[config.mk]
export PLATFORM = sky130hd
export DESIGN_NAME = uart_rx_fifo
export DESIGN_NICKNAME = d
export VERILOG_FILES = /design/src/rtl/uart_rx_fifo.sv
export SDC_FILE = /design/constraint.sdc
export NUM_CORES = 1
export LEC_CHECK = 0
export BUFFER_PORTS_ARGS = -buffer_cell sky130_fd_sc_hd__buf_2
export CORE_MARGIN = 10
export CORE_UTILIZATION = 56
export DETAILED_ROUTE_END_ITERATION = 10
export GPL_ROUTABILITY_DRIVEN = 1
export PLACE_DENSITY = 0.77
export SLEW_MARGIN = 10
export SYNTH_ARGS = -nofsm -noshare
export SYNTH_HDL_FRONTEND = slang
export SYNTH_SLANG_ARGS = --single-unit
[constraint.sdc]
create_clock -name clk -period 2.4 [get_ports clk]
set_clock_uncertainty 0.2 [all_clocks]
set_input_delay 0.36 -clock clk [delete_from_list [all_inputs] [get_ports clk]]
set_output_delay 0.36 -clock clk [all_outputs]
set_load 0.01 [all_outputs]
[src/rtl/uart_rx_fifo.sv]
// UART receiver (8N1, or 8E1 when UART_RX_PARITY_EN is defined) with 16x oversampling feeding a FIFO.
// Latency: the byte is pushed 1 clk after the stop-bit mid sample; out_valid rises 2 clk after it when the FIFO was empty.
// Backpressure: valid/ready on the output; a byte arriving while the FIFO is full and not being popped is dropped with overrun_err.
module uart_rx_fifo #(
    parameter int CLK_HZ = 50_000_000,
    parameter int BAUD   = 115200,
    parameter int DEPTH  = 16
) (
    input  logic                     clk,
    input  logic                     reset,
    input  logic                     rxd,
    output logic [7:0]               out_data,
    output logic                     out_valid,
    input  logic                     out_ready,
    output logic [$clog2(DEPTH):0]   fifo_level,
    output logic                     frame_err,
    output logic                     overrun_err,
    output logic                     parity_err
);

    // Oversample tick period, rounded to the nearest whole clock.
    localparam int DIV = (CLK_HZ + BAUD * 8) / (BAUD * 16);
    localparam int TW  = (DIV > 1) ? $clog2(DIV) : 1;
    localparam int AW  = $clog2(DEPTH);
    localparam int LW  = AW + 1;

    typedef enum logic [2:0] {
        S_IDLE,
        S_START,
        S_DATA,
`ifdef UART_RX_PARITY_EN
        S_PARITY,
`endif
        S_STOP,
        S_BREAK
    } state_t;

    // ---------------------------------------------------------------
    // Receiver state
    // ---------------------------------------------------------------
    logic          rx_meta_q;
    logic          rx_s_q;
    state_t        state_q, state_d;
    logic [TW-1:0] tick_cnt_q, tick_cnt_d;
    logic          tick;
    logic          restart_tick;
    logic [3:0]    sub_q, sub_d;
    logic [2:0]    bit_q, bit_d;
    logic [7:0]    shift_q, shift_d;
    logic          push_q, push_d;
    logic          frame_err_q, frame_err_d;
    logic          parity_err_q, parity_err_d;
`ifdef UART_RX_PARITY_EN
    logic          par_bad_q, par_bad_d;
`endif

    // ---------------------------------------------------------------
    // FIFO state
    // ---------------------------------------------------------------
    logic [7:0]    mem_q [DEPTH];
    logic [AW-1:0] wr_ptr_q, wr_ptr_d;
    logic [AW-1:0] rd_ptr_q, rd_ptr_d;
    logic [AW-1:0] rd_next;
    logic [LW-1:0] count_q, count_d;
    logic [7:0]    out_data_q, out_data_d;
    logic          overrun_q, overrun_d;
    logic          fifo_full;
    logic          do_pop;
    logic          do_push;

    // Two-flop synchroniser for the asynchronous serial line; idles high.
    always_ff @(posedge clk or posedge reset) begin
        if (reset) begin
            rx_meta_q <= 1'b1;
            rx_s_q    <= 1'b1;
        end else begin
            rx_meta_q <= rxd;
            rx_s_q    <= rx_meta_q;
        end
    end

    // Oversample tick divider; restarted on the start edge so sampling is centred on the bits.
    always_comb begin
        tick       = (tick_cnt_q == TW'(DIV - 1));
        tick_cnt_d = (restart_tick || tick) ? '0 : tick_cnt_q + TW'(1);
    end

    // Receiver FSM state register and datapath registers.
    always_ff @(posedge clk or posedge reset) begin
        if (reset) begin
            state_q      <= S_IDLE;
            tick_cnt_q   <= '0;
            sub_q        <= '0;
            bit_q        <= '0;
            shift_q      <= '0;
            push_q       <= 1'b0;
            frame_err_q  <= 1'b0;
            parity_err_q <= 1'b0;
`ifdef UART_RX_PARITY_EN
            par_bad_q    <= 1'b0;
`endif
        end else begin
            state_q      <= state_d;
            tick_cnt_q   <= tick_cnt_d;
            sub_q        <= sub_d;
            bit_q        <= bit_d;
            shift_q      <= shift_d;
            push_q       <= push_d;
            frame_err_q  <= frame_err_d;
            parity_err_q <= parity_err_d;
`ifdef UART_RX_PARITY_EN
            par_bad_q    <= par_bad_d;
`endif
        end
    end

    // Receiver FSM next state: start validation at sub 7, later bits sampled every 16 ticks (sub 15).
    always_comb begin
        state_d      = state_q;
        sub_d        = sub_q;
        bit_d        = bit_q;
        shift_d      = shift_q;
        push_d       = 1'b0;
        frame_err_d  = 1'b0;
        parity_err_d = 1'b0;
        restart_tick = 1'b0;
`ifdef UART_RX_PARITY_EN
        par_bad_d    = par_bad_q;
`endif
        unique case (state_q)
            S_IDLE: begin
                if (!rx_s_q) begin
                    state_d      = S_START;
                    sub_d        = '0;
                    restart_tick = 1'b1;
                end
            end
            S_START: begin
                if (tick) begin
                    if (sub_q == 4'd7) begin
                        if (rx_s_q) begin
                            // Too short to be a start bit: treat as noise.
                            state_d = S_IDLE;
                        end else begin
                            state_d = S_DATA;
                            sub_d   = '0;
                            bit_d   = '0;
                        end
                    end else begin
                        sub_d = sub_q + 4'd1;
                    end
                end
            end
            S_DATA: begin
                if (tick) begin
                    sub_d = sub_q + 4'd1;
                    if (sub_q == 4'd15) begin
                        shift_d = {rx_s_q, shift_q[7:1]};
                        bit_d   = bit_q + 3'd1;
                        if (bit_q == 3'd7) begin
`ifdef UART_RX_PARITY_EN
                            state_d = S_PARITY;
`else
                            state_d = S_STOP;
`endif
                        end
                    end
                end
            end
`ifdef UART_RX_PARITY_EN
            S_PARITY: begin
                if (tick) begin
                    sub_d = sub_q + 4'd1;
                    if (sub_q == 4'd15) begin
                        // Even parity: the received bit must equal the XOR of the data bits.
                        par_bad_d = (rx_s_q != ^shift_q);
                        state_d   = S_STOP;
                    end
                end
            end
`endif
            S_STOP: begin
                if (tick) begin
                    sub_d = sub_q + 4'd1;
                    if (sub_q == 4'd15) begin
                        if (rx_s_q) begin
`ifdef UART_RX_PARITY_EN
                            push_d       = !par_bad_q;
                            parity_err_d = par_bad_q;
`else
                            push_d       = 1'b1;
`endif
                            state_d = S_IDLE;
                        end else begin
                            // Framing error wins over parity; line may be in break.
                            frame_err_d = 1'b1;
                            state_d     = S_BREAK;
                        end
                    end
                end
            end
            S_BREAK: begin
                if (rx_s_q) begin
                    state_d = S_IDLE;
                end
            end
            default: begin
                state_d = S_IDLE;
            end
        endcase
    end

    // FIFO control: push/pop qualification, overrun detection and head-register update.
    always_comb begin
        fifo_full  = (count_q == LW'(DEPTH));
        do_pop     = (count_q != '0) && out_ready;
        do_push    = push_q && (!fifo_full || do_pop);
        overrun_d  = push_q && fifo_full && !do_pop;
        rd_next    = rd_ptr_q + AW'(1);
        wr_ptr_d   = do_push ? wr_ptr_q + AW'(1) : wr_ptr_q;
        rd_ptr_d   = do_pop ? rd_next : rd_ptr_q;
        out_data_d = out_data_q;
        count_d    = count_q;
        if (do_push && (count_q == '0 || (do_pop && count_q == LW'(1)))) begin
            // Empty, or the only entry leaves now: the new byte becomes the head.
            out_data_d = shift_q;
        end else if (do_pop && count_q > LW'(1)) begin
            out_data_d = mem_q[rd_next];
        end
        unique case ({do_push, do_pop})
            2'b10:   count_d = count_q + LW'(1);
            2'b01:   count_d = count_q - LW'(1);
            default: count_d = count_q;
        endcase
    end

    // FIFO storage; contents need no reset since the head register masks them.
    always_ff @(posedge clk) begin
        if (do_push) begin
            mem_q[wr_ptr_q] <= shift_q;
        end
    end

    // FIFO pointers, occupancy, head register and overrun pulse.
    always_ff @(posedge clk or posedge reset) begin
        if (reset) begin
            wr_ptr_q   <= '0;
            rd_ptr_q   <= '0;
            count_q    <= '0;
            out_data_q <= '0;
            overrun_q  <= 1'b0;
        end else begin
            wr_ptr_q   <= wr_ptr_d;
            rd_ptr_q   <= rd_ptr_d;
            count_q    <= count_d;
            out_data_q <= out_data_d;
            overrun_q  <= overrun_d;
        end
    end

    assign out_data    = out_data_q;
    assign out_valid   = (count_q != '0);
    assign fifo_level  = count_q;
    assign frame_err   = frame_err_q;
    assign overrun_err = overrun_q;
    assign parity_err  = parity_err_q;

endmodule

== After elaboration in Yosys (flattened, before gate mapping) ==
Memories as Yosys holds them, arrays and structs flattened.
Index checks and enable logic that the tools add are counted.
Word-level totals
  output and inout bits: 17
  RAM bits: 128
  bits in read-only memories: 0
  memories: 1
  bits in latches: 0
  register bits after elaboration: 49
  word-level logic and storage cells: 108
Operators by class
  add/sub/neg operators: 7
  divide/modulo/power cells: 0
  mux-type cells: 38
  $lt $le $gt $ge: 1
  $mul: 0
  equality and inequality tests: 23
  reduce and logical (&&, ||, !) cells: 24
  shift-type cells: 0
  bitwise gates (word level): 0
Memories
  mem_q: depth 16, width 8, rd ports 1, clocked after Yosys merged registers in 0, write ports 1, line 60  | logic [7:0] mem_q [DEPTH];
Operators with widths (count)
  3-bit two-way mux: 15
  2-bit inequality test (second input constant): 10
  4-bit two-way mux: 4
  8-bit two-way mux: 2
  3-bit case mux with 5 select lines: 1
  4-bit by 1-bit adder with 4-bit output (second input constant): 3
  4-bit case mux with 3 select lines: 1
  1-bit two-way mux: 11
  5-bit by 1-bit adder with 5-bit output (second input constant): 2
  5-bit equality test (second input constant): 2
  5-bit case mux with 2 select lines: 1
  9-bit AND reduction: 1
  1-bit logical AND: 7
  3-bit by 2-bit equality test with 1-bit output (second input constant): 2
  3-bit equality test (second input constant): 2
  3-bit case mux with 2 select lines: 1
  3-bit AND reduction: 2
  6-bit AND reduction: 1
  2-bit nonzero test: 3
  5-bit by 1-bit equality test with 1-bit output (second input constant): 1
  5-bit by 1-bit greater-than comparator with 1-bit output (second input constant): 1
  5-bit logical NOT: 1
  5-bit two-way mux: 1
  5-bit nonzero test: 1
  14 further kinds: 17

== Depth between registers and ports, before layout ==
  depth after elaboration: 6
  mapped depth: 10

== Worst setup path before layout ==
Ideal clock, no wire load.
  path kind: register -> register
  start point: register count_q[0] (netlist: fifo_level[0])
  end point: memory mem_q[3][0], enable pin
  arrival time: 2.042 ns
  setup time: 0.383 ns
  stages on the path, launching flop included: 8
  slack: -0.226 ns
  buffers on the path: 1
  data required time: 1.817 ns
  cell sequence: dfrtp_1 -> inv_1 -> ha_1 -> nand4b_1 -> and2_1 -> clkbuf_1 -> nand2_1 -> nor3_1
Between the ends
  longest elaborated chain between the ends: 6
RTL lines
  start, declared: line 64  | logic [LW-1:0] count_q, count_d;
  start signal, assigned: line 255  | count_q <= count_d;
  5-bit equality test or 5-bit nonzero test (tied branches): line 215, 216
  1-bit logical NOT or 1-bit logical AND (tied branches): line 217, 216
  1-bit logical OR (*): line 217  | do_push = push_q && (!fifo_full || do_pop);
  1-bit logical AND (*): line 217
  1-bit two-way mux (*): line 239  | if (do_push) begin
  1-bit two-way mux (not written as such) (*): line 240  | mem_q[wr_ptr_q] <= shift_q;
  end, declared: line 60
Mark *: on every way between the ends. The rest lies on a longest branch, timed or not.

== Worst setup path after layout ==
  start point: register count_q[1] (netlist: fifo_level[1])
  end point: register count_q[3] (netlist: fifo_level[3])
Between the ends
  longest elaborated chain between the ends: 6
RTL lines
  5-bit nonzero test (*): line 216  | do_pop = (count_q != '0) && out_ready;
  1-bit logical AND (*): line 216
  via do_pop: line 68  | logic do_pop;
  1-bit logical OR: line 217
  1-bit logical AND: line 217
  2-bit by 1-bit equality test with 1-bit output or 2-bit equality test (tied branches): line 230  | unique case ({do_push, do_pop})
  5-bit case mux with 2 select lines or 2-bit nonzero test (tied branches)
Mark *: on every way through the listed nets, which the timed path passes. The rest lies on a longest branch.
A chain may end at the register's enable or synchronous reset.

==> results.py <==
metrics = {
    "logic_synthesis": {
        "ys_warn_count": 0,
        "synth_edf_count": 128,
        "syn-num-nets": 453,
        "yosysTopAreaCell": "edfxtp_1",
        "synthArstFlopShare_pct": 27.7,
        "synth_area_um2": 7410,
        "synth.distinct_cells": 52,
        "synth_ff_type": "edfxtp_1",
        "syn_avg_cell_area_um2": 17.1,
        "synth-seq-area-share_pct": 68.4,
        "synth.ff_latch_count": 177,
        "syn-instance-count": 434,
        "synth_top_area_share_pct": 51.9,
        "synth.area.top_cells": "edfxtp_1, dfrtp_1, mux4_2",
    },
    "clocking": {
        "numCtsBuffers": 17,
        "clkSlewWorstSetupHoldPaths_ps": 60,
        "post_cts_buffers": 0,
        "htreeDepth": 4,
        "cts_sinks": 177,
        "insertion_delay_ps": 420,
        "root_buffer": "clkbuf_16",
        "clockBufferDepth": 2,
        "cts_tree": "built",
    },
    "worst_setup_path": {
        "crit_path_top_delay_cell": "or4b_4",
        "worstPathCellList": "inv_2 > ha_4 > or4b_4 > nand2_4 > inv_2 > ha_4 > nand4b_1 > a21oi_2 > xor2_1",
        "r2r_slack_ps": 100,
        "endpoint_kind": "register",
        "critical_path_class": "register to register",
        "worst_r2r_path_depth": 9,
        "start_kind": "register",
        "cp_num_buf_inv": 2,
        "cp-endpoint": "fifo_level[3]$_DFFE_PP0P_",
        "cp_num_cells": 9,
        "cp_max_fo": 6,
        "crit_path_start": "fifo_level[1]$_DFFE_PP0P_",
        "critPathMaxStageDelay_ps": 490,
        "crit_required_ps": 2550,
        "r2r_start": "fifo_level[1]$_DFFE_PP0P_",
        "crit_family": "simple AND/OR/NAND/NOR gates",
        "worstPathArrival_ps": 2440,
        "rr_endpoint": "fifo_level[3]$_DFFE_PP0P_",
    },
    "detailed_routing": {
        "dr.pass1.iters": 6,
        "routed_via_density": 6.08,
        "drc_errors": 0,
        "vias": 4064,
        "drtAntennaViolNets": 0,
        "wl_per_cell_um": 22.4,
        "drt_iter0_drc": 511,
        "totalWireLength_um": 15000,
    },
    "placed_design": {
        "placed_area_um2": 7870,
        "dp_hpwl_um": 9000,
        "placedCellCount": 634,
        "dpl_worst_slack_ps": -40.9,
        "io_buffers": 19,
        "gp_congestion": 0.867,
    },
    "pwr": {
        "powerDensity_nw_per_um2": 735,
        "ir_drop_v": 0.000522,
        "leakagePower_nw": 3.46,
        "p_switching_mw": 1.11,
        "clock_power_share_pct": 47.9,
        "internal_power_mw": 5.19,
        "p_comb_share_pct": 0.5,
        "pwr-share-seq_pct": 51.6,
        "switching_share_pct": 17.7,
        "total_power_mw": 6.30,
    },
    "layout": {
        "n_antenna_cell": 0,
        "area_delta_synth_final_pct": 15.7,
        "fin_area_um2": 8580,
        "drive_gt1_share_pct": 30.8,
        "layout.cells.non_filler": 668,
        "final_util_pct": 67.1,
        "final_nets": 502,
        "fill_cells": 815,
    },
    "sta": {
        "fin_crit_ps": 2300,
        "worst_pin_slew_ps": 729,
        "fmax_ghz": 0.436,
        "fin_ws_ps": 105,
        "maxSlewViolCount": 0,
        "relSlewSlack_pct": 51.4,
        "rsz0062_at_grt": "false",
        "hold_violations": 0,
        "setup_violations": 0,
        "finalCritPeriodShare_pct": 95.6,
    },
    "global_route": {
        "grt_pass1_wl_um": 23600,
        "grt_pass1_vias": 4175,
        "gr-total-overflow": 0,
        "antenna_found_initial": 0,
        "grt_usage_pct": 17.2,
        "grt_max_degree": 50,
    },
    "job": {
        "maxCapViolations": 0,
    },
    "floorplan": {
        "start_util_pct": 58.0,
        "num_rows": 41,
        "dieArea_um2": 18200,
        "io_pins": 21,
        "core-area_um2": 12800,
        "die_x_um": 135,
        "die_y_um": 135,
    },
    "run_status": {
        "status": "finished clean",
    },
    "min_path": {
        "hold_path.class": "input port to register",
    },
}
-- power by group through the flow --
| stage | Combinational, mW | Clock [mW] | Sequential [mW] |
|---|---|---|---|
| final | 0.0291 | 3.02 | 3.25 |
| after floorplan | 0.0181 | 0 | 3.31 |
| after global routing | 0.0333 | 3.17 | 3.25 |
| after CTS | 0.0306 | 3.06 | 3.25 |
| after global placement | 0.0273 | 0 | 3.32 |
| after detailed placement | 0.0282 | 0 | 3.32 |
-- layout by cell type (no fill, tap or decap), drive strengths merged, types with 2 or more instances in the layout --
| master | netlist | routed |
|---|---|---|
| nor2 | 30 | 30 |
| inv | 12 | 12 |
| nand4 | 2 | 2 |
| buf | 13 | 45 |
| o211ai | 8 | 8 |
| ha | 15 | 15 |
| mux2i | 9 | 9 |
| mux4 | 32 | 32 |
| and3 | 4 | 4 |
| nand2b | 3 | 3 |
| nor3 | 8 | 8 |
| nand2 | 20 | 20 |
| xnor2 | 10 | 10 |
| a211oi | 2 | 2 |
| nand3 | 5 | 5 |
| a21oi | 7 | 7 |
| mux2 | 22 | 22 |
| xor2 | 8 | 8 |
| dlygate4sd3 | 0 | 2 |
| nor3b | 3 | 3 |
| edfxtp | 128 | 128 |
| nor4b | 2 | 2 |
| a211o | 2 | 2 |
| o21ai | 8 | 8 |
| clkbuf | 4 | 22 |
| bufinv | 0 | 5 |
| dfrtp | 47 | 47 |
| clkinv | 0 | 4 |
| dfstp | 2 | 2 |
| nand4b | 4 | 4 |
| a22oi | 8 | 8 |
| nand3b | 3 | 3 |
-- synth_stat cells, types with 2 or more instances --
cell and n:
a211o_1 2, a21oi_1 6, a22oi_1 8, and3_1 4, buf_1 2, buf_2 4, buf_4 6, clkbuf_1 4
dfrtp_1 47, dfstp_2 2, edfxtp_1 128, ha_1 15, inv_1 11, mux2_2 22, mux2i_1 9, mux4_2 32
nand2_1 19, nand2b_1 3, nand3_1 5, nand3b_1 3, nand4_1 2, nand4b_1 4, nor2_1 29, nor3_1 8
nor3b_1 2, o211ai_1 8, o21ai_0 8, xnor2_1 10, xor2_1 8
-- repair_timing --
| item | 4_1_cts | 5_1_grt |
|---|---|---|
| hold endpoints to repair | 48 | 0 |
| setup endpoints to repair | 2 | 44 |
| gates resized for setup | 3 | 4 |
| hold buffers | 2 | 0 |
| pin swaps | 0 | 2 |
-- layout make-up --
class                      instances  area [µm²]  area share (%)
inverter                          12        45.0           0.525
clock buffer                      22         474            5.53
tap                              172         215            2.51
timing repair buffer              47         348            4.06
sequential                       177        5080            59.2
multi-input combinational        228        2240            26.1
clock inverter                    10         181            2.12
-- worst min path at each step --
stage | from | endpoint | cells past startpoint
2_1_floorplan | rx_meta_q$_DFF_PP1_ | rx_s_q$_DFF_PP1_ | 0
3_3_place_gp | rx_meta_q$_DFF_PP1_ | rx_s_q$_DFF_PP1_ | 0
3_5_place_dp | rx_meta_q$_DFF_PP1_ | rx_s_q$_DFF_PP1_ | 0
4_1_cts | out_ready | rd_ptr_q[0]$_DFFE_PP0P_ | 3
5_1_grt | out_ready | rd_ptr_q[0]$_DFFE_PP0P_ | 3
6_report | out_ready | rd_ptr_q[0]$_DFFE_PP0P_ | 3
-- worst min-delay path, delay by kind of cell --
family | cells | cell delay, ps
buffers and inverters | 1 | 130
and+or+nand+nor | 1 | 100
xor gates and xnor gates | 1 | 60
-- registers in the layout (all words and copies together) (netlist names) --
name         flops
bit_q            3
fifo_level       5
frame_err        1
mem_q          128
out_data         8
overrun_err      1
push_q           1
rd_ptr_q         4
rx_meta_q        1
rx_s_q           1
shift_q          8
state_q          3
sub_q            4
tick_cnt_q       5
wr_ptr_q         4
-- metal layers --
metal	vias up	track usage [%]	wire length, µm
li1	1780	-	-
met1	2097	22.0	6080
met2	166	27.4	7570
met3	21	4.23	1010
met4	0	7.30	291
met5	-	0	0
-- kinds of logic after synthesis --
family          after synthesis  share of synthesized area, %
flops                       177                          68.4
simple gates                 90                          6.65
mux                          63                          14.3
compound gates               41                          3.98
buf+inv                      29                          1.94
xor+xnor                     18                          2.13
fa+ha+maj                    15                          2.53
other cells                   1                        0.0506
-- stage by stage --
stage                     hold slack (ps)  setup TNS (ps)
after global placement                148               0
after CTS                            41.4               0
final                                77.8               0
after global routing                 68.8               0
after floorplan                       145           -1870
after detailed placement              149           -59.4
Power figures use the tool's default switching activity.
